### src/rtl/traffic_sensor_cond.sv
// traffic_sensor_cond
//   Vehicle-presence conditioner that drives the t[1:0] input of trafficlight.
//   Each road synchronises its raw loop-sensor bit through two flops. It then
//   debounces the bit (DEBOUNCE_TICKS ticks of presence) and stretches presence
//   (HOLD_TICKS ticks of absence) before it reports a clean occupancy flag.
//   Lane index 1 is road A and lane index 0 is road B. The lanes never interact.
//
// Ports
//   clk        in   rising-edge system clock
//   reset      in   asynchronous active-low reset
//   tick       in   1-cycle timebase strobe; all debounce and hold timing counts ticks
//   sensor_raw in   [1]=road A, [0]=road B, raw asynchronous sensors
//   t          out  registered occupancy flags, [1]=A, [0]=B
//   cnt_clr    in   synchronous clear of both arrival counters   (CAR_COUNT_EN)
//   car_cnt_a  out  saturating road A arrival count              (CAR_COUNT_EN)
//   car_cnt_b  out  saturating road B arrival count              (CAR_COUNT_EN)
//
// Optional feature: define CAR_COUNT_EN to add the arrival counters and their ports.

module traffic_sensor_lane #(
  parameter int DEBOUNCE_TICKS = 4,
  parameter int HOLD_TICKS     = 8,
  parameter int TW             = 4,
  parameter int CNT_W          = 8
) (
  input  logic             clk_i,
  input  logic             rst_ni,
  input  logic             tick_i,
  input  logic             s_i,
`ifdef CAR_COUNT_EN
  input  logic             cnt_clr_i,
  output logic [CNT_W-1:0] cnt_o,
`endif
  output logic             t_o
);

  typedef enum logic [1:0] {IDLE, QUAL, OCC, HOLD} lane_st_e;

  lane_st_e        state_q;
  logic [TW-1:0]   timer_q;
  logic            t_q;

  // t_q is updated on the same edge that enters OCC or IDLE. The controller
  // therefore sees a flop output, and no decode glitches reach it.
  always_ff @(posedge clk_i or negedge rst_ni) begin
    if (!rst_ni) begin
      state_q <= IDLE;
      timer_q <= '0;
      t_q     <= 1'b0;
    end else begin
      case (state_q)
        IDLE: if (s_i) begin
          state_q <= QUAL;
          timer_q <= '0;
        end
        // A drop of s has priority over a tick in the same cycle.
        QUAL: if (!s_i) state_q <= IDLE;
              else if (tick_i) begin
                if (timer_q == TW'(DEBOUNCE_TICKS - 1)) begin
                  state_q <= OCC;
                  t_q     <= 1'b1;
                end else timer_q <= timer_q + 1'b1;
              end
        OCC:  if (!s_i) begin
          state_q <= HOLD;
          timer_q <= '0;
        end
        // Presence returning abandons the hold. OCC->HOLD restarts the timer.
        HOLD: if (s_i) state_q <= OCC;
              else if (tick_i) begin
                if (timer_q == TW'(HOLD_TICKS - 1)) begin
                  state_q <= IDLE;
                  t_q     <= 1'b0;
                end else timer_q <= timer_q + 1'b1;
              end
        default: state_q <= IDLE;
      endcase
    end
  end

  assign t_o = t_q;

`ifdef CAR_COUNT_EN
  logic             arrive;
  logic [CNT_W-1:0] cnt_q, cnt_d;

  // Fires on the cycle whose edge takes the lane from QUAL to OCC (t rising).
  assign arrive = (state_q == QUAL) && s_i && tick_i &&
                  (timer_q == TW'(DEBOUNCE_TICKS - 1));

  always_comb begin
    cnt_d = cnt_q;
    if (cnt_clr_i)                   cnt_d = '0;
    else if (arrive && cnt_q != '1)  cnt_d = cnt_q + 1'b1;
  end

  always_ff @(posedge clk_i or negedge rst_ni) begin
    if (!rst_ni) cnt_q <= '0;
    else         cnt_q <= cnt_d;
  end

  assign cnt_o = cnt_q;
`endif

endmodule

module traffic_sensor_cond #(
  parameter int DEBOUNCE_TICKS = 4,
  parameter int HOLD_TICKS     = 8,
  parameter int CNT_W          = 8
) (
  input  logic             clk,
  input  logic             reset,
  input  logic             tick,
  input  logic [1:0]       sensor_raw,
  output logic [1:0]       t
`ifdef CAR_COUNT_EN
  ,
  input  logic             cnt_clr,
  output logic [CNT_W-1:0] car_cnt_a,
  output logic [CNT_W-1:0] car_cnt_b
`endif
);

  localparam int NUM_LANES = 2;
  localparam int MAX_T     = (DEBOUNCE_TICKS > HOLD_TICKS) ? DEBOUNCE_TICKS : HOLD_TICKS;
  localparam int TW        = $clog2(MAX_T) + 1;

  // Two-stage synchroniser as a shift register. Stage [1] is the clean s.
  logic [1:0][NUM_LANES-1:0] sync_q;

  always_ff @(posedge clk or negedge reset) begin
    if (!reset) sync_q <= '0;
    else        sync_q <= {sync_q[0], sensor_raw};
  end

`ifdef CAR_COUNT_EN
  logic [NUM_LANES-1:0][CNT_W-1:0] cnt;
  assign car_cnt_a = cnt[1];
  assign car_cnt_b = cnt[0];
`endif

  for (genvar i = 0; i < NUM_LANES; i++) begin : g_lane
    traffic_sensor_lane #(
      .DEBOUNCE_TICKS(DEBOUNCE_TICKS),
      .HOLD_TICKS    (HOLD_TICKS),
      .TW            (TW),
      .CNT_W         (CNT_W)
    ) u_lane (
      .clk_i    (clk),
      .rst_ni   (reset),
      .tick_i   (tick),
      .s_i      (sync_q[1][i]),
`ifdef CAR_COUNT_EN
      .cnt_clr_i(cnt_clr),
      .cnt_o    (cnt[i]),
`endif
      .t_o      (t[i])
    );
  end

endmodule

### config.mk
export PLATFORM = sky130hd
export DESIGN_NAME = traffic_sensor_cond
export DESIGN_NICKNAME = d
export VERILOG_FILES = /design/src/rtl/traffic_sensor_cond.sv
export SDC_FILE = /design/constraint.sdc
export NUM_CORES = 1
export LEC_CHECK = 0
export CORE_MARGIN = 8
export CORE_UTILIZATION = 29
export DETAILED_ROUTE_END_ITERATION = 10
export PLACE_DENSITY = 0.53
export RECOVER_POWER = 50
export SYNTH_ARGS = -nofsm -noshare
export SYNTH_HDL_FRONTEND = slang
export SYNTH_SLANG_ARGS = --single-unit
export TNS_END_PERCENT = 100
### constraint.sdc
create_clock -name clk -period 2.79 [get_ports clk]
set_clock_uncertainty 0.15 [all_clocks]
set_input_delay 0.558 -clock clk [delete_from_list [all_inputs] [get_ports clk]]
set_output_delay 0.558 -clock clk [all_outputs]
set_load 0.05 [all_outputs]
== After elaboration in Yosys (flattened, before gate mapping) ==
Cells that the tools add are included.

* Output and inout port bits: 2
* Register bits: 18

* Equal/unequal tests: 38
* Add/sub/neg operators: 2
* Reduce and logical (&&, ||, !) cells: 10
* Multiplexer cells: 50

{| class="wikitable"
|+ Operator list
! cell !! count
|-
| 4-bit two-way mux || 16
|-
| 2-bit two-way mux || 16
|-
| 2-bit inequality test, second input constant || 16
|-
| 4-bit one-hot mux with 4 select lines || 2
|-
| 2-bit one-hot mux with 4 select lines || 2
|-
| 8-bit AND reduction || 2
|-
| 7-bit AND reduction || 2
|-
| 1-bit two-way mux || 12
|-
| 3-bit by 2-bit inequality test with 1-bit output, second input constant || 4
|-
| 3-bit inequality test, second input constant || 4
|-
| 6-bit AND reduction || 2
|-
| 4-bit by 1-bit adder with 4-bit output, second input constant || 2
|-
| 2-bit == test, second input constant || 4
|-
| 4-bit by 2-bit == test with 1-bit output, second input constant || 2
|-
| 4-bit by 3-bit == test with 1-bit output, second input constant || 2
|-
| 2-bit by 1-bit inequality test with 1-bit output, second input constant || 4
|-
| 2-bit by 1-bit == test with 1-bit output, second input constant || 2
|-
| 2-bit zero test || 2
|-
| 1-bit one-hot mux with 2 select lines || 2
|-
| 2-bit nonzero test || 2
|}

== Depth between registers and ports, before layout ==
Gate-level depths: netlist of the first run.

* Word-level depth: 5
* Mapped depth: 4

== Hierarchy ==
Synthesis of the first run repeated with hierarchy kept, for this count alone.

* Cells, all modules: 98
* Area total of the unflattened synthesis: 970.9 µm²

{| class="wikitable"
|+ Modules (own cells, without submodules)
! module !! area an instance (µm²) !! cells an instance !! sequential area each (µm²) !! instances
|-
| traffic_sensor_lane at g_lane[1].u_lane || 436.7 || 50 || 175.2 || 1
|-
| traffic_sensor_lane at g_lane[0].u_lane || 434.2 || 44 || 175.2 || 1
|-
| traffic_sensor_cond || 100.1 || 4 || 100.1 || 1
|}

== Worst setup path after synthesis of the first run ==
No wires, ideal clock.

* Kind: register to register
* Start: register g_lane[1].u_lane.timer_q[0]
* End: register g_lane[1].u_lane.timer_q[3]
* Data arrival time: 1.388 ns
* Path buffers: 0
* Library setup time: 0.101 ns
* Cell stages (with the launch flop): 5
* Setup slack: 1.152 ns
* Period minus slack after synthesis: 1.638 ns
* Cells stage by stage: dfrtp_1 -> ha_1 -> and4bb_1 -> o22a_1 -> o311ai_2

* Word-level cells in the longest chain between the ends: 5
* Elaborated cells between the ends (all ways): 13
* Those cells by class: add/sub: 1; eq/ne: 4; mux: 7; reduce/logical: 1

{| class="wikitable"
|+ RTL lines
! item !! line !! text
|-
| start: declaration || 40 || <nowiki>logic [TW-1:0] timer_q;</nowiki>
|-
| start signal: assignment || 62 || <nowiki>end else timer_q <= timer_q + 1'b1;</nowiki>
|-
| start signal: assignment || 74 || <nowiki>end else timer_q <= timer_q + 1'b1;</nowiki>
|-
| 4-bit by 1-bit adder with 4-bit output || 62, 74 ||
|-
| 4-bit two-way mux, on equally long branches || 71, 59 ||
|-
| 4-bit two-way mux, on equally long branches || 70, 58 ||
|-
| 4-bit two-way mux, on equally long branches || 69, 57 ||
|-
| 4-bit one-hot mux with 4 select lines || 51 || <nowiki>case (state_q)</nowiki>
|}

Parallel ways exist; a longest one is shown, timed or not. The select of a mux whose other input is x is not followed.
A chain may end at the register's enable or synchronous reset.

== Final worst setup path of the first run ==
* Start: register g_lane[0].u_lane.t_q
* End: output t[0]

{| class="wikitable"
|+ RTL lines
! item !! line !! text
|-
| start: declaration || 41 || <nowiki>logic t_q;</nowiki>
|-
| start signal: assignment || 49 || <nowiki>t_q <= 1'b0;</nowiki>
|-
| start signal: assignment || 61 || <nowiki>t_q <= 1'b1;</nowiki>
|-
| start signal: assignment || 73 || <nowiki>t_q <= 1'b0;</nowiki>
|-
| end: declaration || 116 || <nowiki>output logic [1:0] t</nowiki>
|}

No word-level cell between the ends.

==> metrics.txt, run 1 <==
outcome=finished, final reports clean; Main synth FF type=dfrtp_1; fin. max-slew vios=0; worst vdd ir=157 uV; critical path peak fanout=2; Mapped Nets=119; RSZ-0062 raised after global routing=no; num ports=7; vias in the first global route=793; Worst EP required=2.08 ns; gpl congestion=0.733; LEAKAGE=0.000494 uW; Hold Fails Final Rpt=0; post-DP HPWL=1470 um; Mapped Area=1100 sq um; global-route wire length before repair=3710 um; critical path's slowest cell=clkdlybuf4s50_1; fillers=369; # rows=22; vias=833; layout cell share with drive strength beyond 1=7.76%; total gr overflow=0; Post-synth EDFFs=0; Largest stage delay, worst path=0.81 ns; GR Util met2=11.0%; Chip Height=77.5 um; Ys Warns=0; Clk Latency, worst-skew pair=0.25 ns; Worst Hold Class=register to register; cts hold-fix bufs=0; count of cell types in the netlist=38; delay-heaviest family, CP=buffers and inverters; Power Density=565 nW/um^2; WP buf/inv=1; worst-margin pin slew=1.03 ns; Finished Layout Cells=164; ANT cells=0; max-cap viol count=0; Initial DRC Count=38; P&R area growth vs syn=11.6%; DP Area=1190 sq um; antenna violations before repair=0; Setup CP Type=register to primary output; final wirelength=2100 um; CP startpoint kind=register; post-cts sizing count=0; global router's overall resource usage=7.38%; Synth Area per Inst=9.80 sq um; clk root buf=clkbuf_8; GRT Max-Usage Layer=met2; clk buf depth=2; total CTS buffers=3; Core ar.=3660 sq um; antenna viol nets, final=0; synthesized instance count=112; sequential share of the synthesized area=41.0%; f_max=470 MHz; CP Data Arrival Time=1.42 ns; crit-path cells=clkdlybuf4s50_1; clock sink total=18; Yosys reg bits=18; setup bufs post-CTS=0; Via density=5.08; Area contributors post-synth=dfrtp_1 (41%), o211ai_1 (6.8%), o21ai_0 (4.1%); area leader, netlist=dfrtp_1; largest net degree at the start of global routing=19; max_slew headroom=31.5%; Final Setup Violations=0; DR WL/cell=12.8 um; Placed Cells=161; grt met1 use=10.0%; # DRC=0; nets=125; Initial Util=30.0%; final instance area=1220 sq um; Tmin final=2.13 ns; die area=6010 sq um; IO Port Bufs=6; CTS tree=done; global-route track usage on met3=1.15%; Final period util=76.2%; total power=693 uW; share of the synthesized area in the top cell type=41.0%; CTS clock-pin slew for the worst setup and hold paths=0.07 ns; final setup TNS=0 ns; H-tree levels=1; CP endpoint kind=primary output; 1st-pass router iterations=4; Async S/R FF share, synth=100%; Chip Width=77.5 um; final core area utilization=33.5%
layer usage:
layer | share of wire, % | vias to the layer above
met5 | 0 | -
met2 | 45 | 8
met4 | 1.6 | 0
met3 | 1.3 | 2
met1 | 52 | 399
li1 | - | 424
power by group:
group | internal [uW] | switching [uW] | leakage (uW)
clock | 95.8 | 84.4 | 0.0000216
combinational | 78.8 | 68.9 | 0.000251
sequential | 300 | 64.2 | 0.000222
total | 475 | 218 | 0.000494
cells in the final DEF (no fill, tap or decap), drive strengths merged, types with 3 or more instances in the layout:
cell,n
and4b,3
and3,3
dlygate4sd3,3
nand2b,4
nand3b,3
nand2,10
clkdlybuf4s50,3
dfrtp,18
nand3,4
o221ai,4
o21ai,9
xor2,3
clkbuf,4
inv,7
o211ai,10
final cells by class:
type | count | area, sq um | area share (%)
tap | 48 | 60.1 | 4.90
timing repair buffer | 8 | 71.3 | 5.82
multi-input combinational | 80 | 576 | 47.0
inverter | 7 | 26.3 | 2.15
sequential | 18 | 450 | 36.8
clock buffer | 3 | 41.3 | 3.37
synthesized netlist by cell type (2+ instances only):
cell type,n
o311ai_2,2
and3b_1,2
xor2_1,2
nand3b_1,3
nand4_1,2
nand2_1,10
ha_1,2
o211ai_1,10
and3_1,3
o21ai_0,9
dfrtp_1,18
nand4b_1,2
nor2b_1,2
and4b_1,3
nor2_1,2
inv_1,7
nand3_1,4
o221ai_1,4
buf_2,2
nand2b_1,4
buf_4,2
per-stage QoR:
stage / worst slack, ns / hold slack [ns]
finish: 0.664 / 0.210
global route: 0.608 / 0.214
CTS: 0.636 / 0.204
detailed placement: 0.646 / 0.187
global placement: 0.684 / 0.192
floorplan: 1.15 / 0.112
kinds of logic (layout without fill, tap and decap cells):
family	after synthesis	in the layout	synth area share (%)
muxes	1	1	0.912
adders and majority gates	2	2	2.28
DFF	18	18	41.0
AOI/OAI and AO/OA	31	31	21.4
buffers and inverters	14	18	6.50
xor gates and xnor gates	3	3	3.08
and+or+nand+nor	43	43	24.7
final timing paths:
path	end	from	slack [ns]	cells past startpoint
min	sync_q[2]	sync_q[0]	0.21	0
max in group asynchronous	g_lane[1].u_lane.t_o	reset	1.01	2
min in group asynchronous	g_lane[0].u_lane.timer_q[0]	reset	0.86	2
max reg2reg	g_lane[0].u_lane.t_o	g_lane[0].u_lane.timer_q[0]	1.00	4
max	t[0]	g_lane[0].u_lane.t_o	0.66	1
min reg2reg	sync_q[2]	sync_q[0]	0.21	0
Note: power is estimated with default switching activity, not from simulation.
==> inputs of run 2 (changes only) <==
Settings changed: PLACE_DENSITY 0.53 to 0.54.
Clock period 2.79 ns to 1.75 ns, I/O delays scaled along.
==> run 2 against run 1 <==
Net effect: sequential power up 52%; non-clock buffer count up 9; sequential share of layout area down 2.6 points; flip-flop and latch count unchanged; via count up 6.5%; wire length up 6.7%; first-iteration DRC count unchanged; design area up 7.8%; cell count up 5.5%; hold slack worse by 0.0041 ns; core utilization up 2.6 points; critical path type is now register to register; largest power group unchanged.
==> metrics.txt, run 2 (same netlist as run 1, synthesis figures left out) <==
total gr overflow=0; outcome=finished, final reports clean; Core ar.=3660 sq um; storage element area=450 sq um; f_max=600 MHz; CP Data Arrival Time=1.68 ns; global router's overall resource usage=7.46%; max_slew headroom=35.0%; Power Density=895 nW/um^2; vias=887; layout cell share with drive strength beyond 1=17.6%; total CTS buffers=3; Final period util=95.3%; setup bufs post-CTS=0; H-tree levels=1; Via density=5.13; LEAKAGE=0.000548 uW; CP endpoint kind=register; CTS clock-pin slew for the worst setup and hold paths=0.07 ns; DP Worst Slack=-0.177 ns; Chip Width=77.5 um; total power=1180 uW; fillers=371; final worst slack=0.0824 ns; num ports=7; Hold Fails Final Rpt=0; clock sink total=18; DR WL/cell=13.0 um; P&R area growth vs syn=20.3%; Setup CP Type=register to register; crit-path cells=ha_1 -> and4bb_1 -> o22a_2 -> o311ai_2; 1st-pass router iterations=4; Final Setup Violations=0; Clk Latency, worst-skew pair=0.25 ns; commonest non-fill, non-tap cell in the layout=dfrtp_1; Worst Hold Class=register to register; critical path's slowest cell=dfrtp_1; # rows=22; final core area utilization=36.1%; post-DP HPWL=1640 um; final wirelength=2240 um; Worst EP required=1.76 ns; global-route wire length before repair=3770 um; # DRC=0; fin. max-slew vios=0; worst-margin pin slew=0.974 ns; antenna violations before repair=0; nets=134; clk root buf=clkbuf_8; vias in the first global route=840; area of the multi-input gates=583 sq um; post-cts sizing count=0; Chip Height=77.5 um; RSZ-0062 raised after global routing=no; cts hold-fix bufs=0; Initial DRC Count=38; Tmin final=1.67 ns; IO Port Bufs=6; antenna viol nets, final=0; delay-heaviest family, CP=compound AO/OA/AOI/OAI gates; critical path peak fanout=5; WP buf/inv=0; CTS tree=done; ANT cells=0; die area=6010 sq um; worst vdd ir=397 uV; most frequent cells in the layout=dfrtp_1 (18), nand2_1 (10), o211ai_1 (10), buf_4 (10), o21ai_0 (9); Largest stage delay, worst path=0.38 ns; clk buf depth=2; CP startpoint kind=register; DP Area=1270 sq um; Initial Util=30.0%; largest net degree at the start of global routing=19; max-cap viol count=0; gpl congestion=0.797; final instance area=1320 sq um
## run 2: cell count changes in the layout (fill, tap and decap cells not counted), sizes merged
cell | previous run | this run
clkdlybuf4s50 | 3 | 2
buf | 1 | 12
dlygate4sd3 | 3 | 2
## run 2: final timing paths
| path | from | end | slack, ns | cells past startpoint |
|---|---|---|---|---|
| max | g_lane[1].u_lane.timer_q[0] | g_lane[1].u_lane.timer_q[3] | 0.08 | 4 |
| min | sync_q[0] | sync_q[2] | 0.21 | 0 |
| max reg2reg | g_lane[1].u_lane.timer_q[0] | g_lane[1].u_lane.timer_q[3] | 0.08 | 4 |
| min reg2reg | sync_q[0] | sync_q[2] | 0.21 | 0 |
| max in group asynchronous | reset | g_lane[1].u_lane.timer_q[2] | 0.32 | 2 |
| min in group asynchronous | reset | g_lane[0].u_lane.state_q[0] | 0.54 | 2 |
## run 2: report_power, final
group          total, uW  internal, uW  switching (uW)  leakage [uW]
Combinational        333           176             157      0.000305
Sequential           555           479            76.1      0.000222
Clock                293           153             140     0.0000216
Total               1180           808             374      0.000548
## run 2: layout make-up
| class | count | area share (%) |
|---|---|---|
| Multi-Input combinational cell | 80 | 44.2 |
| Sequential cell | 18 | 34.1 |
| Timing Repair Buffer | 17 | 12.0 |
| Tap cell | 48 | 4.55 |
| Clock buffer | 3 | 3.13 |
| Inverter | 7 | 1.99 |
## run 2: metal layers
metal / part of all wire, % / track usage, % / wire length (um)
met4: 2.4 / 4.53 / 53
met5: 0 / 0 / 0
met1: 49 / 9.20 / 1090
met2: 47 / 12.0 / 1050
met3: 2.1 / 1.15 / 47
## run 2: stage by stage
stage	TNS (ns)	std cells	hold slack [ns]
after floorplan	0	112	-0.0956
after global placement	-0.359	170	0.187
after detailed placement	-0.563	170	0.196
after CTS	0	173	0.212
after global routing	0	173	0.215
final	0	173	0.206
==> inputs of run 3 (changes only) <==
Settings changed: CORE_UTILIZATION 29 to 51, PLACE_DENSITY 0.54 to 0.81.
==> run 3 against run 2 <==
Net effect: design area is 5.3% lower; hold slack improved by 0.0018 ns; non-clock buffer count fell by 1; via count decreased by 0.34%; sequential share of layout area increased by 2.0 points; largest power group unchanged; critical path type unchanged.
==> metrics.txt, run 3 (same netlist as run 1, synthesis figures left out) <==
total CTS buffers=3; IO Port Bufs=6; Via density=5.82; WP buf/inv=1; Setup CP Type=register to register; gpl congestion=0.843; RSZ-0062 raised after global routing=no; clk root buf=clkbuf_4; crit-path cells=ha_1 -> nand3b_1 -> buf_4 -> o21a_1 -> a211o_1; DR WL/cell=13.5 um; Final period util=96.3%; Initial Util=54.8%; Chip Height=62.4 um; Hold Fails Final Rpt=0; commonest non-fill, non-tap cell in the layout=dfrtp_1; post-DP HPWL=1540 um; vias=884; CP endpoint kind=register; worst vdd ir=578 uV; Initial DRC Count=12; total gr overflow=0; outcome=finished, final reports clean; die area=3890 sq um; cts hold-fix bufs=0; CP Data Arrival Time=1.74 ns; CTS tree=done; Worst Hold Class=register to register; CP startpoint kind=register; # rows=16; Worst EP required=1.80 ns; 1st-pass router iterations=4; H-tree levels=1; final core area utilization=62.4%; Core ar.=2000 sq um; Tmin final=1.68 ns; antenna violations before repair=0; Clk Latency, worst-skew pair=0.30 ns; antenna viol nets, final=0; clock sink total=18; worst-margin pin slew=0.928 ns; vias in the first global route=845; CTS clock-pin slew for the worst setup and hold paths=0.11 ns; Power Density=898 nW/um^2; Chip Width=62.4 um; num ports=7; Largest stage delay, worst path=0.42 ns; LEAKAGE=0.000536 uW; max_slew headroom=38.2%; critical path's slowest cell=dfrtp_1; fin. max-slew vios=0; DP Area=1210 sq um; final worst slack=0.0653 ns; largest net degree at the start of global routing=19; global-route wire length before repair=3660 um; clk buf depth=2; DP Worst Slack=-0.151 ns; max-cap viol count=0; fillers=168; P&R area growth vs syn=13.9%; final wirelength=2050 um; # DRC=0; final instance area=1250 sq um; f_max=594 MHz; layout cell share with drive strength beyond 1=16.8%; ANT cells=0; nets=133; Hold WS=0.208 ns; most frequent cells in the layout=dfrtp_1 (17), buf_4 (11), nand2_1 (10), o211ai_1 (10), o21ai_0 (9); delay-heaviest family, CP=compound AO/OA/AOI/OAI gates; critical path peak fanout=5; global router's overall resource usage=11.3%; Final Setup Violations=0
## run 3: cell count changes in the layout (fill, tap and decap cells not counted), sizes merged
cell and change:
clkbuf +1, clkdlybuf4s50 -1, dlygate4sd3 +1, buf -1
## run 3: worst paths after layout
check,start,end,slack [ns],depth (start not counted)
max in group asynchronous,reset,g_lane[0].u_lane.timer_q[0],0.30,2
worst max-delay path,g_lane[0].u_lane.timer_q[1],g_lane[0].u_lane.timer_q[3],0.07,5
worst min register to register,sync_q[1],sync_q[3],0.21,0
worst min-delay path,sync_q[1],sync_q[3],0.21,0
min in group asynchronous,reset,g_lane[0].u_lane.t_o,0.53,2
worst max register to register,g_lane[0].u_lane.timer_q[1],g_lane[0].u_lane.timer_q[3],0.07,5
## run 3: area by class of cell
| type | instances | area, sq um | share of cell area [%] |
|---|---|---|---|
| flip-flops and latches | 18 | 452 | 36.1 |
| multi-input cells | 80 | 576 | 46.0 |
| inverters | 7 | 26.3 | 2.10 |
| well taps | 27 | 33.8 | 2.70 |
| repair buffers | 16 | 126 | 10.1 |
| clock buffers | 4 | 36.3 | 2.90 |
## run 3: power by group
group	switching (uW)	leakage, uW	internal [uW]	total [uW]
clock	135	0.0000210	127	262
combinational	138	0.000294	157	296
sequential	85.1	0.000220	479	564
## run 3: through the flow
stage | power, uW | cells | setup TNS (ns)
detailed placement | 859 | 147 | -0.515
global route | 1210 | 152 | 0
floorplan | 761 | 112 | 0
finish | 1120 | 152 | 0
CTS | 1120 | 151 | 0
global placement | 844 | 147 | -0.303
## run 3: per-layer routing
metal  vias up  track usage (%)  share of wire (%)
li1        444                -                  -
met1       418             13.8                 49
met2        17             17.7                 45
met3         5             3.58                4.0
met4         0             5.13                1.9
met5         -                0                  0
## run 3: timing repair
item / in CTS / in global routing
endpoints found under the setup margin: 0 / 2
endpoints found under the hold margin: 0 / 0
buffers inserted: 0 / 1
gates resized for setup: 0 / 1
